===== src/rtl/pipe_control_unit.sv =====
// ID-stage decoder and ID/EX control register for the 5-stage RISC-V core,
// with load-use stall, branch flush and an optional multi-cycle MUL busy counter.
module pipe_control_unit #(
    parameter int unsigned OP_W       = 4,
    parameter int unsigned REG_AW     = 5,
    parameter int unsigned ENABLE_MUL = 1,
    parameter int unsigned MUL_LAT    = 3
) (
    input  logic              clk_i,
    input  logic              rst_i,
    input  logic [31:0]       instr_i,
    input  logic              id_valid_i,
    input  logic              flush_i,
    output logic [OP_W-1:0]   ex_operation_o,
    output logic              ex_alusrc_o,
    output logic              ex_regwrite_o,
    output logic              ex_memread_o,
    output logic              ex_memwrite_o,
    output logic              ex_memtoreg_o,
    output logic              ex_branch_o,
    output logic [REG_AW-1:0] ex_rd_o,
    output logic              ex_valid_o,
    output logic              stall_o
);

    localparam int unsigned CNT_W = (MUL_LAT > 1) ? $clog2(MUL_LAT) : 1;

    localparam logic [6:0] OPC_ADDI = 7'b0010011;
    localparam logic [6:0] OPC_LW   = 7'b0000011;
    localparam logic [6:0] OPC_SW   = 7'b0100011;
    localparam logic [6:0] OPC_BEQ  = 7'b1100011;
    localparam logic [6:0] OPC_R    = 7'b0110011;

    typedef struct packed {
        logic [OP_W-1:0]   op;
        logic              alusrc;
        logic              regwrite;
        logic              memread;
        logic              memwrite;
        logic              memtoreg;
        logic              branch;
        logic [REG_AW-1:0] rd;
        logic              valid;
    } ctrl_t;

    ctrl_t             dec_c;
    ctrl_t             ex_d;
    ctrl_t             ex_q;
    logic              is_mul_c;
    logic              rs2_used_c;
    logic              load_use_c;
    logic [CNT_W-1:0]  mul_cnt_d;
    logic [CNT_W-1:0]  mul_cnt_q;

    logic [6:0]        opcode;
    logic [2:0]        funct3;
    logic [6:0]        funct7;
    logic [REG_AW-1:0] rd_f;
    logic [REG_AW-1:0] rs1_f;
    logic [REG_AW-1:0] rs2_f;

    assign opcode = instr_i[6:0];
    assign funct3 = instr_i[14:12];
    assign funct7 = instr_i[31:25];
    assign rd_f   = REG_AW'(instr_i[11:7]);
    assign rs1_f  = REG_AW'(instr_i[19:15]);
    assign rs2_f  = REG_AW'(instr_i[24:20]);

    // Instruction decode; unknown opcodes decode to an invalid (bubble) bundle
    always_comb begin
        dec_c      = '0;
        dec_c.op   = OP_W'(4'b1000);
        is_mul_c   = 1'b0;
        rs2_used_c = 1'b0;
        case (opcode)
            OPC_ADDI: begin
                dec_c.op       = OP_W'(4'b0000);
                dec_c.alusrc   = 1'b1;
                dec_c.regwrite = 1'b1;
                dec_c.rd       = rd_f;
                dec_c.valid    = 1'b1;
            end
            OPC_LW: begin
                dec_c.op       = OP_W'(4'b0101);
                dec_c.alusrc   = 1'b1;
                dec_c.regwrite = 1'b1;
                dec_c.memread  = 1'b1;
                dec_c.memtoreg = 1'b1;
                dec_c.rd       = rd_f;
                dec_c.valid    = 1'b1;
            end
            OPC_SW: begin
                dec_c.op       = OP_W'(4'b0110);
                dec_c.alusrc   = 1'b1;
                dec_c.memwrite = 1'b1;
                dec_c.valid    = 1'b1;
                rs2_used_c     = 1'b1;
            end
            OPC_BEQ: begin
                dec_c.op     = OP_W'(4'b0111);
                dec_c.branch = 1'b1;
                dec_c.valid  = 1'b1;
                rs2_used_c   = 1'b1;
            end
            OPC_R: begin
                dec_c.regwrite = 1'b1;
                dec_c.rd       = rd_f;
                dec_c.valid    = 1'b1;
                rs2_used_c     = 1'b1;
                if (funct7 == 7'b0100000) begin
                    dec_c.op = OP_W'(4'b0001);
                end else if (funct7 == 7'b0000001 && ENABLE_MUL != 0) begin
                    dec_c.op = OP_W'(4'b1001);
                    is_mul_c = 1'b1;
                end else begin
                    case (funct3)
                        3'b111:  dec_c.op = OP_W'(4'b0010);
                        3'b110:  dec_c.op = OP_W'(4'b0011);
                        3'b100:  dec_c.op = OP_W'(4'b1010);
                        3'b001:  dec_c.op = OP_W'(4'b1011);
                        default: dec_c.op = OP_W'(4'b1000);
                    endcase
                end
            end
            default: ;
        endcase
    end

    // Load in EX whose destination feeds the ID instruction
    always_comb begin
        load_use_c = ex_q.valid & ex_q.memread & (ex_q.rd != '0) & id_valid_i &
                     ((ex_q.rd == rs1_f) | (rs2_used_c & (ex_q.rd == rs2_f)));
        stall_o    = load_use_c | (mul_cnt_q != '0);
    end

    // Next ID/EX contents; flush outranks stall, stall outranks an empty slot
    always_comb begin
        ex_d      = '0;
        mul_cnt_d = mul_cnt_q;
        if (mul_cnt_q != '0) begin
            mul_cnt_d = mul_cnt_q - CNT_W'(1);
        end
        if (flush_i || stall_o || !id_valid_i) begin
            ex_d = '0;
        end else begin
            ex_d = dec_c;
            if (is_mul_c) begin
                mul_cnt_d = CNT_W'(MUL_LAT - 1);
            end
        end
    end

    always_ff @(posedge clk_i) begin
        if (rst_i) begin
            ex_q      <= '0;
            mul_cnt_q <= '0;
        end else begin
            ex_q      <= ex_d;
            mul_cnt_q <= mul_cnt_d;
        end
    end

    assign ex_operation_o = ex_q.op;
    assign ex_alusrc_o    = ex_q.alusrc;
    assign ex_regwrite_o  = ex_q.regwrite;
    assign ex_memread_o   = ex_q.memread;
    assign ex_memwrite_o  = ex_q.memwrite;
    assign ex_memtoreg_o  = ex_q.memtoreg;
    assign ex_branch_o    = ex_q.branch;
    assign ex_rd_o        = ex_q.rd;
    assign ex_valid_o     = ex_q.valid;

endmodule


===== config.mk =====
export PLATFORM = sky130hd
export DESIGN_NAME = pipe_control_unit
export DESIGN_NICKNAME = d
export VERILOG_FILES = /design/src/rtl/pipe_control_unit.sv
export SDC_FILE = /design/constraint.sdc
export NUM_CORES = 1
export LEC_CHECK = 0
export BUFFER_PORTS_ARGS = -buffer_cell sky130_fd_sc_hd__buf_2
export CAP_MARGIN = 20
export CORE_ASPECT_RATIO = 0.8
export CORE_MARGIN = 2
export CORE_UTILIZATION = 35
export CTS_BUF_LIST = sky130_fd_sc_hd__clkbuf_8 sky130_fd_sc_hd__clkbuf_16
export DETAILED_ROUTE_END_ITERATION = 10
export HOLD_SLACK_MARGIN = 0.15
export PLACE_DENSITY_LB_ADDON = 0.25
export SKIP_CTS_REPAIR_TIMING = 1
export SYNTH_ARGS = -nofsm -noshare
export SYNTH_HDL_FRONTEND = slang
export SYNTH_SLANG_ARGS = --single-unit

===== constraint.sdc =====
create_clock -name clk_i -period 1.4 [get_ports clk_i]
set_input_delay 0.07 -clock clk_i [delete_from_list [all_inputs] [get_ports clk_i]]
set_output_delay 0.07 -clock clk_i [all_outputs]
set_load 0.03 [all_outputs]

After elaboration in Yosys (flattened, before gate mapping). Index checks and enable logic that the tools add are counted.

Flip-flop bits (word level): 17. Bits of input ports: 36. Output and inout bits: 17.

$add $sub $neg: 1. Equal/unequal tests: 13. Multiplexer cells: 17. Bitwise operators: 8. Reductions and logical operators: 11.

Operators by type and width (count): $eq A7 B6 Y1 const B (3); $pmux W4 S5 (1); $pmux W4 S4 (1); $reduce_or A3 Y1 (4); $eq A5 B5 Y1 (2); $mux W1 (10); $eq A3 B3 Y1 const B (3); $mux W4 (2); $eq A7 B1 Y1 const B (1); $eq A7 B2 Y1 const B (1); $eq A7 B5 Y1 const B (1); $eq A7 B7 Y1 const B (1); $mux W2 (3); $and A1 B1 Y1 (5); $reduce_bool A5 Y1 (1); $reduce_or A5 Y1 (1); $eq A3 B1 Y1 const B (1); $logic_or A1 B1 Y1 (2); $or A1 B1 Y1 (2); $reduce_bool A2 Y1 (1); $reduce_or A2 Y1 (1); $sub A2 B1 Y2 const B (1); $logic_not A1 Y1 (1); $not A1 Y1 (1).

Longest topological paths before layout.
Depth after elaboration: 10. Depth in mapped cells: 6. Depth with buffers taken out: 5.

Least setup slack after synthesis. Ideal clock, no wire load.

Kind: register -> output. Start: register ex_q, in the netlist ex_rd_o[1]. End: output port stall_o. Arrival: 1788 ps. Required time: 1330 ps. Path slack: -458 ps. Stages on the path, launching flop included: 5. Buffers on the path: 0. Cell sequence: dfxtp_1 > or4_4 > o2111ai_4 > nor2_4 > or3_1.

Word-level cells in the longest chain between the ends: 5.

RTL lines: start: declaration (line 48) `ctrl_t ex_q;`; start signal: assignment (line 155) `ex_q <= '0;`; start signal: assignment (line 158) `ex_q <= ex_d;`; $eq A5 B5 Y1 or $reduce_bool A5 Y1 (tied branches) (line 132, 131); $and A1 B1 Y1, on equally long branches (line 132, 131); $or A1 B1 Y1 or $and A1 B1 Y1 (tied branches) (line 132, 131); $and A1 B1 Y1 * (line 131) `load_use_c = ex_q.valid & ex_q.memread & (ex_q.rd != '0) & id_valid_i &`; $or A1 B1 Y1 * (line 133) `stall_o = load_use_c | (mul_cnt_q != '0);`; end: declaration (line 23) `output logic stall_o`.

Mark *: on every way between the ends. The rest lies on a longest branch, timed or not.

Worst setup path in the final report.
Start: register ex_q, in the netlist ex_rd_o[3]. End: output port stall_o.

The elaborated chain is that of the path after synthesis.

==> impl_metrics.tcl <==
set metrics [dict create \
    holdWs_ps 169.0 \
    fmax_ghz 0.5112 \
    antenna_cells 0 \
    synth_edf_count 0 \
    period_needed_ps 1956 \
    drv_slew 0 \
    ys.warnings.count 0 \
    p_leak_nw 0.7113 \
    layout_common_cells "buf_2 (51), buf_4 (17), nor2_1 (14)" \
    drt_wl_total_um 2580 \
    synth.cell_area_um2 913.4 \
    path_clk_slew_ps 70 \
    grt_setup_unrepaired "true" \
    coreArea_um2 2462 \
    finalHoldViolCount 0 \
    rr_worst_depth 6 \
    cp.arrival_ps 1890 \
    synth_top_flop_cell "dfxtp_1" \
    final_core_util_pct 61.08 \
    peakVddDrop_mv 0.6847 \
    final_nets 215 \
    design_area_um2 1504 \
    violations "negative setup slack" \
    gp_congestion 0.8149 \
    cp.required_ps 1330 \
    hold_depth 3 \
    fin_skew_ps 2.831 \
    htreeDepth 1 \
    powerDensity_nw_per_um2 681.9 \
    slew_headroom_pct 78.26 \
    yosysTopAreaCell "dfxtp_1" \
    drt_iter0_markers 20 \
    area_delta_synth_final_pct 64.66 \
    die_area_um2 3037 \
    endpoint "stall_o" \
    vias 1018 \
    synth_top_area_share_pct 37.26 \
    io_buffers 52 \
    postPlaceCellArea_um2 1330 \
    worst_pin_slew_ps 326.2 \
    worstSetupStartpoint "ex_rd_o[3]" \
    cts_buffers 3 \
    hp-class "input port to register" \
    root_buffer "clkbuf_8" \
    final_common_cell "buf_2" \
    yosysUniqueCellTypes 35 \
    setup_slack_ps -556.0 \
    cts_tree "built" \
    async_flop_share_pct 0 \
    drc 0 \
    timing.final.crit_share_pct 139.7 \
    cts.sinks 17 \
    ys_ff_latch 17 \
    crit_fanout 2 \
    pin_count 53 \
    clk_path_buf_depth 2 \
    die_w_um 61.12 \
    grt_pass1_vias 916 \
    grt_pass1_wl_um 3788 \
    syn_nets 140 \
    fp-row-count 16 \
    track_usage_pct 16.44 \
    rr_endpoint "ex_branch_o" \
    end_kind "output port" \
    status "complete, but fails checks" \
    grt_overflow_total 0 \
    start_kind "register" \
    die_h_um 49.69 \
    ant_nets 0 \
    viasPerCell 4.757 \
    start_util_pct 37.09 \
    r2r_start "ex_rd_o[3]" \
    place_hpwl_um 1935 \
    ff2ff_setup_slack_ps -390 \
    first_pass_iters 4 \
    layout-drive-gt1-share_pct 53.37 \
    clk_latency_ps 250 \
    maxCapViolCount 0 \
    syn_inst 104 \
    antenna_found_initial 0 \
    wl_per_cell_um 12.06 \
    synth_area_leaders "dfxtp_1 (37%), xor2_1 (12%), nor3_1 (6.0%), nor2_1 (5.8%), nand2_1 (3.7%)" \
    grt_max_degree 11 \
    avgSynthCellArea_um2 8.782 \
    seq_area_frac_synth_pct 37.26 \
    crit_type "register to output port" \
    setup_viol 17 \
]
## report_power, final
part / total [mW] / internal (mW) / switching, mW
sequential: 0.484 / 0.483 / 0.000817
combinational: 0.179 / 0.0958 / 0.0836
clock: 0.362 / 0.197 / 0.164
total: 1.03 / 0.777 / 0.249
## final cells by class
| class | instances | area, µm² |
|---|---|---|
| Fill cell | 194 | 958.4 |
| Sequential cell | 17 | 349.1 |
| Tap cell | 36 | 45.04 |
| Clock buffer | 3 | 41.29 |
| Clock inverter | 1 | 5.005 |
| Inverter | 1 | 3.754 |
| Multi-Input combinational cell | 80 | 590.6 |
| Timing Repair Buffer | 76 | 469.2 |
## synthesized netlist by cell type (2+ instances only)
cell type  count
or2_2          2
nand2_1        9
nor3_1        11
nor4_2         2
a211o_1        2
nand2b_1       2
or3_1          2
a21oi_1        3
nor2b_1        2
nor2_1        14
buf_2          3
dfxtp_1       17
xor2_1        12
clkbuf_1       2
## state kept, by name, indices dropped and copies added, names as in the netlist
register        count
ex_alusrc_o         1
ex_rd_o             5
mul_cnt_q           2
ex_operation_o      4
ex_memtoreg_o       1
ex_memwrite_o       1
ex_valid_o          1
ex_branch_o         1
ex_regwrite_o       1
## worst max-delay path: stages, from the launching register on
cell and delay [ps]:
dfxtp_2 320, or4_4 540, o2111ai_4 250, nor2_4 50, or3_4 330, buf_6 140
## layer usage
layer	share of wire [%]	track usage, %
met2	51	28.90
met5	0	0
met3	3.6	4.987
met4	0.47	2.174
met1	45	19.77
## worst min path at each step
stage,slack [ps],startpoint,endpoint
6_report,170,instr_i[4],ex_alusrc_o
5_1_grt,180,instr_i[30],mul_cnt_q[1]
4_1_cts,-8,rst_i,mul_cnt_q[0]
3_5_place_dp,270,rst_i,mul_cnt_q[0]
3_3_place_gp,260,rst_i,mul_cnt_q[0]
2_1_floorplan,150,rst_i,mul_cnt_q[0]
## logic make-up after synthesis
kind of cell	Yosys count	synth area share (%)
simple gates	51	30.41
flops	17	37.26
compound gates	16	16.17
xor+xnor	13	12.47
buf+inv	7	3.698
## stage by stage
stage	power (mW)	cells	setup TNS (ps)	setup WS (ps)
after floorplan	0.5709	104	-936.4	-303.1
after global placement	0.6497	203	-2617	-297.3
after CTS	1.017	207	-3625	-595.5
after global routing	1.067	214	-5050	-610.2
after detailed placement	0.6542	203	-2992	-309.6
final	1.025	214	-3787	-556.0
Power figures use the tool's default switching activity.
